===== src/rtl/spi_pkg.sv =====
// Shared types and constants for the fabric-clocked SPI responder.
package spi_pkg;

    typedef enum logic [1:0] {
        IDLE  = 2'd0,
        SHIFT = 2'd1,
        DONE  = 2'd2
    } state_t;

    // Flip-flops in each pin synchronizer chain.
    localparam int SYNC_STAGES = 2;

    // Minimum clk cycles per sclk period for reliable edge detection.
    localparam int MIN_OVERSAMPLE = 8;

endpackage


===== src/rtl/spi_sync_edge.sv =====
// Pin synchronizer with a registered edge detector: level, rise and fall
// are all aligned to the last synchronizer stage.
module spi_sync_edge
    import spi_pkg::*;
#(
    parameter logic RST_VAL = 1'b0
) (
    input  logic clk,
    input  logic rst,
    input  logic din,
    output logic level,
    output logic rise,
    output logic fall
);

    logic [SYNC_STAGES-1:0] sync_p0;
    logic                   level_p1;

    // Shift the pin through the synchronizer and keep the previous synced level.
    always_ff @(posedge clk) begin
        if (!rst) begin
            sync_p0  <= {SYNC_STAGES{RST_VAL}};
            level_p1 <= RST_VAL;
        end else begin
            sync_p0  <= {sync_p0[SYNC_STAGES-2:0], din};
            level_p1 <= sync_p0[SYNC_STAGES-1];
        end
    end

    assign level = sync_p0[SYNC_STAGES-1];
    assign rise  = level & ~level_p1;
    assign fall  = ~level & level_p1;

endmodule


===== src/rtl/spi_slave_sync.sv =====
// SPI responder running entirely on the system clock. SPI pins are
// oversampled; a frame is bracketed by load low, data is MSB first.
module spi_slave_sync
    import spi_pkg::*;
#(
    parameter int WIDTH = 13,
    parameter int CNTW  = 8
) (
    input  logic             clk,
    input  logic             rst,
    input  logic             sclk,
    input  logic             load,
    input  logic             mosi,
    output logic             miso,
    input  logic [WIDTH-1:0] tx_dat,
    input  logic             tx_vld,
    output logic             tx_rdy,
    output logic             tx_udr,
    output logic [WIDTH-1:0] rx_dat,
    output logic             rx_vld,
    output logic             frm_err,
    output logic             busy,
    output logic [CNTW-1:0]  bit_cnt
);

    localparam logic [CNTW-1:0] CNT_MAX = '1;
    localparam logic [CNTW-1:0] CNT_FULL = CNTW'(WIDTH);

    logic sclk_lvl, sclk_rise, sclk_fall;
    logic load_lvl, load_rise, load_fall;
    logic mosi_s, mosi_rise, mosi_fall;

    spi_sync_edge #(.RST_VAL(1'b0)) u_sync_sclk (
        .clk(clk), .rst(rst), .din(sclk),
        .level(sclk_lvl), .rise(sclk_rise), .fall(sclk_fall)
    );

    spi_sync_edge #(.RST_VAL(1'b0)) u_sync_load (
        .clk(clk), .rst(rst), .din(load),
        .level(load_lvl), .rise(load_rise), .fall(load_fall)
    );

    // mosi is taken from the same stage as sclk so the sample lines up with the edge.
    spi_sync_edge #(.RST_VAL(1'b0)) u_sync_mosi (
        .clk(clk), .rst(rst), .din(mosi),
        .level(mosi_s), .rise(mosi_rise), .fall(mosi_fall)
    );

    logic unused_pins;
    assign unused_pins = ^{sclk_lvl, load_lvl, mosi_rise, mosi_fall};

    state_t           state, state_n;
    logic [WIDTH-1:0] tx_sh, tx_sh_n;
    logic [WIDTH-1:0] rx_sh, rx_sh_n;
    logic [WIDTH-1:0] hold_dat, hold_dat_n;
    logic             hold_full, hold_full_n;
    logic [WIDTH-1:0] frame_word;
    logic             miso_n, tx_udr_n, rx_vld_n, frm_err_n, busy_n;
    logic [WIDTH-1:0] rx_dat_n;
    logic [CNTW-1:0]  cnt_n;

    // State register.
    always_ff @(posedge clk) begin
        if (!rst) state <= IDLE;
        else      state <= state_n;
    end

    // Next-state and datapath updates; holding-register capture is applied last
    // so a word offered in the frame-start cycle is kept for the following frame.
    always_comb begin
        state_n     = state;
        tx_sh_n     = tx_sh;
        rx_sh_n     = rx_sh;
        hold_dat_n  = hold_dat;
        hold_full_n = hold_full;
        frame_word  = '0;
        miso_n      = miso;
        tx_udr_n    = 1'b0;
        rx_vld_n    = 1'b0;
        frm_err_n   = 1'b0;
        rx_dat_n    = rx_dat;
        busy_n      = busy;
        cnt_n       = bit_cnt;

        case (state)
            IDLE: begin
                if (load_fall) begin
                    frame_word  = hold_full ? hold_dat : '0;
                    tx_sh_n     = frame_word;
                    miso_n      = frame_word[WIDTH-1];
                    tx_udr_n    = ~hold_full;
                    hold_full_n = 1'b0;
                    cnt_n       = '0;
                    busy_n      = 1'b1;
                    state_n     = SHIFT;
                end
            end
            SHIFT: begin
                if (load_rise) begin
                    state_n = DONE;
                end else begin
                    if (sclk_rise) begin
                        rx_sh_n = {rx_sh[WIDTH-2:0], mosi_s};
                        if (bit_cnt != CNT_MAX) cnt_n = bit_cnt + 1'b1;
                    end
                    if (sclk_fall) begin
                        tx_sh_n = {tx_sh[WIDTH-2:0], 1'b0};
                        miso_n  = tx_sh[WIDTH-2];
                    end
                end
            end
            DONE: begin
                if (bit_cnt == CNT_FULL) begin
                    rx_dat_n = rx_sh;
                    rx_vld_n = 1'b1;
                end else begin
                    frm_err_n = 1'b1;
                end
                busy_n  = 1'b0;
                miso_n  = 1'b0;
                state_n = IDLE;
            end
            default: state_n = IDLE;
        endcase

        if (tx_vld && !hold_full) begin
            hold_full_n = 1'b1;
            hold_dat_n  = tx_dat;
        end
    end

    // Datapath and output registers.
    always_ff @(posedge clk) begin
        if (!rst) begin
            tx_sh     <= '0;
            rx_sh     <= '0;
            hold_dat  <= '0;
            hold_full <= 1'b0;
            miso      <= 1'b0;
            tx_udr    <= 1'b0;
            rx_vld    <= 1'b0;
            frm_err   <= 1'b0;
            rx_dat    <= '0;
            busy      <= 1'b0;
            bit_cnt   <= '0;
        end else begin
            tx_sh     <= tx_sh_n;
            rx_sh     <= rx_sh_n;
            hold_dat  <= hold_dat_n;
            hold_full <= hold_full_n;
            miso      <= miso_n;
            tx_udr    <= tx_udr_n;
            rx_vld    <= rx_vld_n;
            frm_err   <= frm_err_n;
            rx_dat    <= rx_dat_n;
            busy      <= busy_n;
            bit_cnt   <= cnt_n;
        end
    end

    assign tx_rdy = ~hold_full;

endmodule


===== config.mk =====
export PLATFORM = sky130hd
export DESIGN_NAME = spi_slave_sync
export DESIGN_NICKNAME = d
export VERILOG_FILES = /design/src/rtl/spi_pkg.sv /design/src/rtl/spi_sync_edge.sv /design/src/rtl/spi_slave_sync.sv
export SDC_FILE = /design/constraint.sdc
export NUM_CORES = 1
export LEC_CHECK = 0
export ABC_AREA = 1
export CELL_PAD_IN_SITES_DETAIL_PLACEMENT = 1
export CELL_PAD_IN_SITES_GLOBAL_PLACEMENT = 1
export CORE_UTILIZATION = 39
export CTS_CLUSTER_DIAMETER = 100
export DETAILED_ROUTE_END_ITERATION = 10
export PLACE_DENSITY_LB_ADDON = 0.1
export SYNTH_ARGS = -nofsm -noshare
export SYNTH_HDL_FRONTEND = slang
export SYNTH_HIERARCHICAL = 1
export SYNTH_SLANG_ARGS = --single-unit
export TNS_END_PERCENT = 5

===== constraint.sdc =====
create_clock -name clk -period 2.09 [get_ports clk]
set_clock_uncertainty 0.05 [all_clocks]
set_input_delay 0.418 -clock clk [delete_from_list [all_inputs] [get_ports clk]]
set_output_delay 0.418 -clock clk [all_outputs]
set_load 0.01 [all_outputs]

==> results <==
==> report_power, final <==
part	leakage (nW)	internal, mW	switching [mW]	total, mW
sequential	0.611	1.51	0.0432	1.55
clock	0.0918	0.461	0.616	1.08
combinational	0.832	0.145	0.237	0.382
total	1.53	2.12	0.896	3.01
==> flip-flops by register name, indices dropped and copies added, names as in the netlist, 2 cells and up <==
register	cells
u_sync_load/sync_p0	2
bit_cnt	8
rx_sh	13
hold_dat	13
u_sync_sclk/sync_p0	2
tx_sh	12
rx_dat	13
state	2
u_sync_mosi/sync_p0	2
==> cells in the final DEF, fill, tap and decap left out <==
cell,count
clkdlybuf4s50_1,44
o21ai_0,46
inv_1,55
clkinvlp_4,2
a21oi_1,33
nand3_1,13
clkinv_2,1
nand2_2,6
inv_8,3
a211oi_1,1
nand2_4,2
o21bai_1,2
o21ai_1,25
nand2_1,56
inv_4,1
a21oi_2,1
nand3_2,1
ha_1,7
nand4_1,1
o21ai_2,1
a21boi_0,1
inv_6,2
nor2_4,2
and2_1,1
clkbuf_8,9
dfxtp_1,75
clkinv_4,1
buf_4,5
buf_2,1
nor2_1,62
nor3_1,1
nor2_2,4
inv_2,5
==> worst register-to-register path, stage by stage (launching register included) <==
cell,delay [ns]
dfxtp_1,0.34
inv_1,0.12
ha_1,0.38
nand2_1,0.19
a21oi_2,0.36
buf_4,0.21
nor2_1,0.04
nor2_1,0.10
==> area by class of cell <==
class	count	area, um2
Timing Repair Buffer	50	483
Clock buffer	9	124
Tap cell	102	128
Multi-Input combinational cell	266	1300
Clock inverter	7	66.3
Inverter	63	245
Fill cell	984	3920
Sequential cell	75	1500
==> stage by stage <==
stage	cell area, um2	hold WS [ns]
6_report	3850	0.328
2_1_floorplan	3160	0.340
3_5_place_dp	3660	0.360
5_1_grt	3850	0.328
4_1_cts	3850	0.318
3_3_place_gp	3660	0.343
==> how the worst max path moves through the flow <==
stage | start | slack, ns | end | depth (start not counted)
final | bit_cnt[6] | 0.20 | bit_cnt[6] | 1
after global routing | state[1] | 0.05 | tx_sh[8] | 7
after CTS | bit_cnt[6] | 0.19 | bit_cnt[6] | 1
after detailed placement | state[1] | 0.25 | tx_sh[7] | 7
after global placement | state[1] | 0.37 | tx_sh[9] | 7
after floorplan | state[0] | 0.58 | bit_cnt[2] | 9
==> per-layer routing <==
metal / GRT usage / up-vias / part of all wire
li1: - / 1418 / -
met1: 0.216 / 1272 / 0.48
met2: 0.300 / 51 / 0.47
met3: 0.0415 / 12 / 0.034
met4: 0.0729 / 0 / 0.018
met5: 0 / - / 0
==> results.toml <==
[timing]
setup_total_negative_slack_ns = 0
hold_viol = 0
total_setup_violations_reported_at_the_end_of_the_flow = 0
worstMarginPinSlew_ns = 0.393
final_critical_path_setup_slack_ns = 0.199
slew_headroom = 0.737
final.period_utilization = 0.905
final-max-slew-violation-count = 0
max_freq_mhz = 529
final.min_clock_period_ns = 1.89
rsz0062_at_grt = "false"

[worst_hold_path]
hold_path_startpoint = "rst"
hold_path_class = "input pin to flop"
whs_endpoint = "u_sync_load/sync_p0[1]"
hold_path_depth = 3

[drt]
number_of_drc_violations_after_detailed_routing = 0
drtAntennaViolNets = 0
wl_um = 6940
drt_pass1_iterations = 4
initialDrtViolationCount = 32
drt-vias-per-instance = 4.81
route.detailed.wl_per_inst_um = 12.1
dr_total_vias = 2753

[die]
rows = 32
core_area_mm2 = 0.00777
initial_core_util = 0.406
floorplan.die.height_um = 92.0
chipWidth_um = 92.0
ios = 46
die_area_mm2 = 0.00845

[worst_setup_path]
cp_data_required_time_ns = 1.62
setup.worst_path.end_class = "primary output"
critPathArrivalTime_ns = 1.42
timing.critical_path.max_delay_family = "buffers and inverters"
critical_path_class = "flop to primary output"
worst-r2r-setup-slack_ns = 0.26
delay_of_the_slowest_cell_on_the_worst_path_ns = 0.59
timing.critical_path.cells = "clkdlybuf4s50_1"
path_buf_inv = 1
crit-reg2reg-launch = "state[1]"
cell_with_the_biggest_individual_delay_on_the_critical_path = "clkdlybuf4s50_1"
critPathMaxFanout = 8
start_kind = "flop"
r2r_cells = 7
timing.rr.end = "tx_sh[7]"

[global_routing]
largest_net_degree_at_the_start_of_global_routing = 42
initial_antenna_violation_count = 0
grt_pass1_vias = 2692
global_route_wire_length_before_repair_um = 11900
grt_usage = 0.178
grt_remaining_overflow = 0

[placed_design]
dp_slack_ns = 0.252
routabilityCongestion = 0.860
detailedPlacementHpwl_um = 4980
place.detailed.instances = 556
port_buffers = 45

[clocking]
root_buffer_cell = "clkbuf_8"
post_cts_hold_buffer_count = 0
path_clk_slew_ns = 0.09
worstSkewPairLatency_ns = 0.35
cts_max_level = 3
cts_setup_buffers = 0
cts_tree = "built"
cts_inserted_buffers = 9
number_of_buffers_on_the_longest_clock_path = 2
post_cts.resized_instances = 0
cts_num_sinks = 75

[logic_synthesis]
number_of_cells_produced_by_synthesis = 420
netlist_area_mm2 = 0.00316
avg_synthesized_cell_area_um2 = 7.51
ys_warnings = 6
syn_nets = 446

[finish]
drive_above_1_share = 0.100
nets = 491
post_layout_nonfiller_instances = 572
antennaDiodeCount = 0
syn_to_final_growth_pct = 21.9
post-route-util = 0.495

[pwr]
design_power_total_mw = 3.01
static-leakage-power_nw = 1.53
vdd_ir_drop_max_uv = 345
p_per_area_mw_per_mm2 = 783

[job]
cap_viol_max_count = 0

[run_status]
outcome = "finished, final reports clean"
(Power assumes the default switching activity.)
==> patch: new RTL, same settings <==
Make the reset (`rst`) asynchronous in 3 clocked blocks.
--- a/src/rtl/spi_sync_edge.sv
+++ b/src/rtl/spi_sync_edge.sv
@@ -17,7 +17,7 @@
     logic                   level_p1;
 
     // Shift the pin through the synchronizer and keep the previous synced level.
-    always_ff @(posedge clk) begin
+    always_ff @(posedge clk or negedge rst) begin
         if (!rst) begin
             sync_p0  <= {SYNC_STAGES{RST_VAL}};
             level_p1 <= RST_VAL;
--- a/src/rtl/spi_slave_sync.sv
+++ b/src/rtl/spi_slave_sync.sv
@@ -60,7 +60,7 @@
     logic [CNTW-1:0]  cnt_n;
 
     // State register.
-    always_ff @(posedge clk) begin
+    always_ff @(posedge clk or negedge rst) begin
         if (!rst) state <= IDLE;
         else      state <= state_n;
     end
@@ -130,7 +130,7 @@
     end
 
     // Datapath and output registers.
-    always_ff @(posedge clk) begin
+    always_ff @(posedge clk or negedge rst) begin
         if (!rst) begin
             tx_sh     <= '0;
             rx_sh     <= '0;
Check against the original RTL: differs if rst is asserted again (counterexample within 4 cycles, from zero or initial values and one cycle with rst low); with rst held inactive, the same outputs for 10 cycles.
==> patch against the original RTL <==
Sequential cell count unchanged. Core utilization increased by 0.36 points. Cell count decreased by 10%. Setup slack got worse by 0.064 ns. Routed wire length decreased by 2.5%. Cell area increased by 7.6%. Critical endpoint is now tx_rdy. Critical path depth increased by 1. Highest routed layer unchanged. Synthesized area increased by 6.8%. Fmax decreased by 3.3%.
Power is not compared: it rests on default switching activity, and its combinational part moved more than twofold at a synthesized area within 25%.
==> patch: results (changes against the original RTL) <==
- The post-synth net total was 374 (-16%).
- The data arrival time at the worst-slack endpoint was 1.49 ns (+0.07 ns).
- The pin count of the biggest net entering global routing is 32 (-24%).
- The terminating pin of the worst hold path is u_sync_sclk/sync_p0[1].
- The weighted congestion at the end of routability-driven global placement is 0.769 (-11%).
- The classification of the worst-slack hold path is reg2reg.
- In this run the critical register-to-register path is launched from state[0].
- The depth of the worst hold-timing path is 0 (-3).
- The layout filler cell count is 943 (-4.2%).
- The placed cell count was 494 (-11%).
- The number of standard cells in the final layout excluding fillers is 512 (-10%).
- The share of layout cells above drive strength 1 was 0.197 (+0.0966).
- The startpoint of the lowest-slack hold path is u_sync_sclk/sync_p0[0].
- The number of global-route vias before repair was 2486 (-7.7%).
- The count of nets after finishing was 428 (-13%).
- The H-tree depth reported by CTS is 3 (unchanged).
- The smallest hold slack came to 0.301 ns (-0.0270 ns).
- The flow ran to the end, and the final reports show no timing, DRC or antenna violations.
- The largest buffer count on any clock path is 2 (unchanged).
- The sum of routed wire length over all layers is 6770 um (-2.5%).
- The total of buffers placed on input and output ports is 45 (unchanged).
- The number of instances in the synthesized netlist is 348 (-17%).
- The number of warnings reported in the yosys synthesis log is 6 (unchanged).
- The number of setup buffers added after CTS is 0 (unchanged).
- The capturing point of the worst reg2reg path is bit_cnt[4].
- The global-route usage over all layers is 0.173 (-0.00436).
- The largest fanout of any net on the critical path was 7 (-1).
- The worst slew margin relative to its limit is 0.662 (-0.0758).
- The detailed router's first-iteration violation count came to 95 (+200%).
- The first-pass GRT wire length is 11900 um (unchanged).
- The worst-case reg-to-reg path depth came to 8 (+1).
- The detailed-route via count is 2418 (-12%).
- The setup slack on the worst flop-to-flop path is 0.28 ns (+0.02 ns).
- The half-perimeter wire length of the detailed placement result is 4640 um (-6.8%).
patch: worst max path at each step:
stage               cells past startpoint        end  startpoint
floorplan                               7   tx_sh[1]    state[0]
global placement                        6  tx_sh[11]    state[1]
detailed placement                      7   tx_sh[2]    state[0]
CTS                                     7   tx_sh[2]    state[0]
global route                            2     tx_rdy   hold_full
finish                                  2     tx_rdy   hold_full
patch: report_power, final:
group / internal [mW] / switching, mW
Combinational: 0.668 / 1.10
Clock: 0.513 / 0.573
Sequential: 1.80 / 0.170
patch: metal layers:
layer  track usage  share of wire
met1         0.236           0.49
met3        0.0507          0.031
met5             0              0
met4        0.0455          0.011
met2         0.270           0.47
patch: per-stage QoR:
stage / setup slack (ns) / util / area (um^2)
global route: 0.0691 / 0.499 / 4140
global placement: 0.218 / 0.472 / 3920
detailed placement: 0.0855 / 0.472 / 3920
finish: 0.135 / 0.499 / 4140
CTS: 0.0636 / 0.497 / 4120
floorplan: 0.593 / - / 3370
patch: repair_timing:
action                     CTS  global route
hold buffers                 1             0
hold endpoints to repair    29             0
resized for setup            0             1
setup endpoints to repair    0             9
patch: cell type report:
class	count	area, um^2	share of cell area
Inverter	59	226	0.0547
Multi-Input combinational cell	205	1190	0.288
Timing Repair Buffer	52	515	0.125
Clock buffer	11	151	0.0366
Sequential cell	75	1880	0.453
Clock inverter	5	45.0	0.0109
Tap cell	105	131	0.0317
patch: worst max-delay path, stage by stage, from the launching register on:
cell and delay [ns]:
dfrtp_1 0.47, inv_2 0.13, clkdlybuf4s50_1 0.54
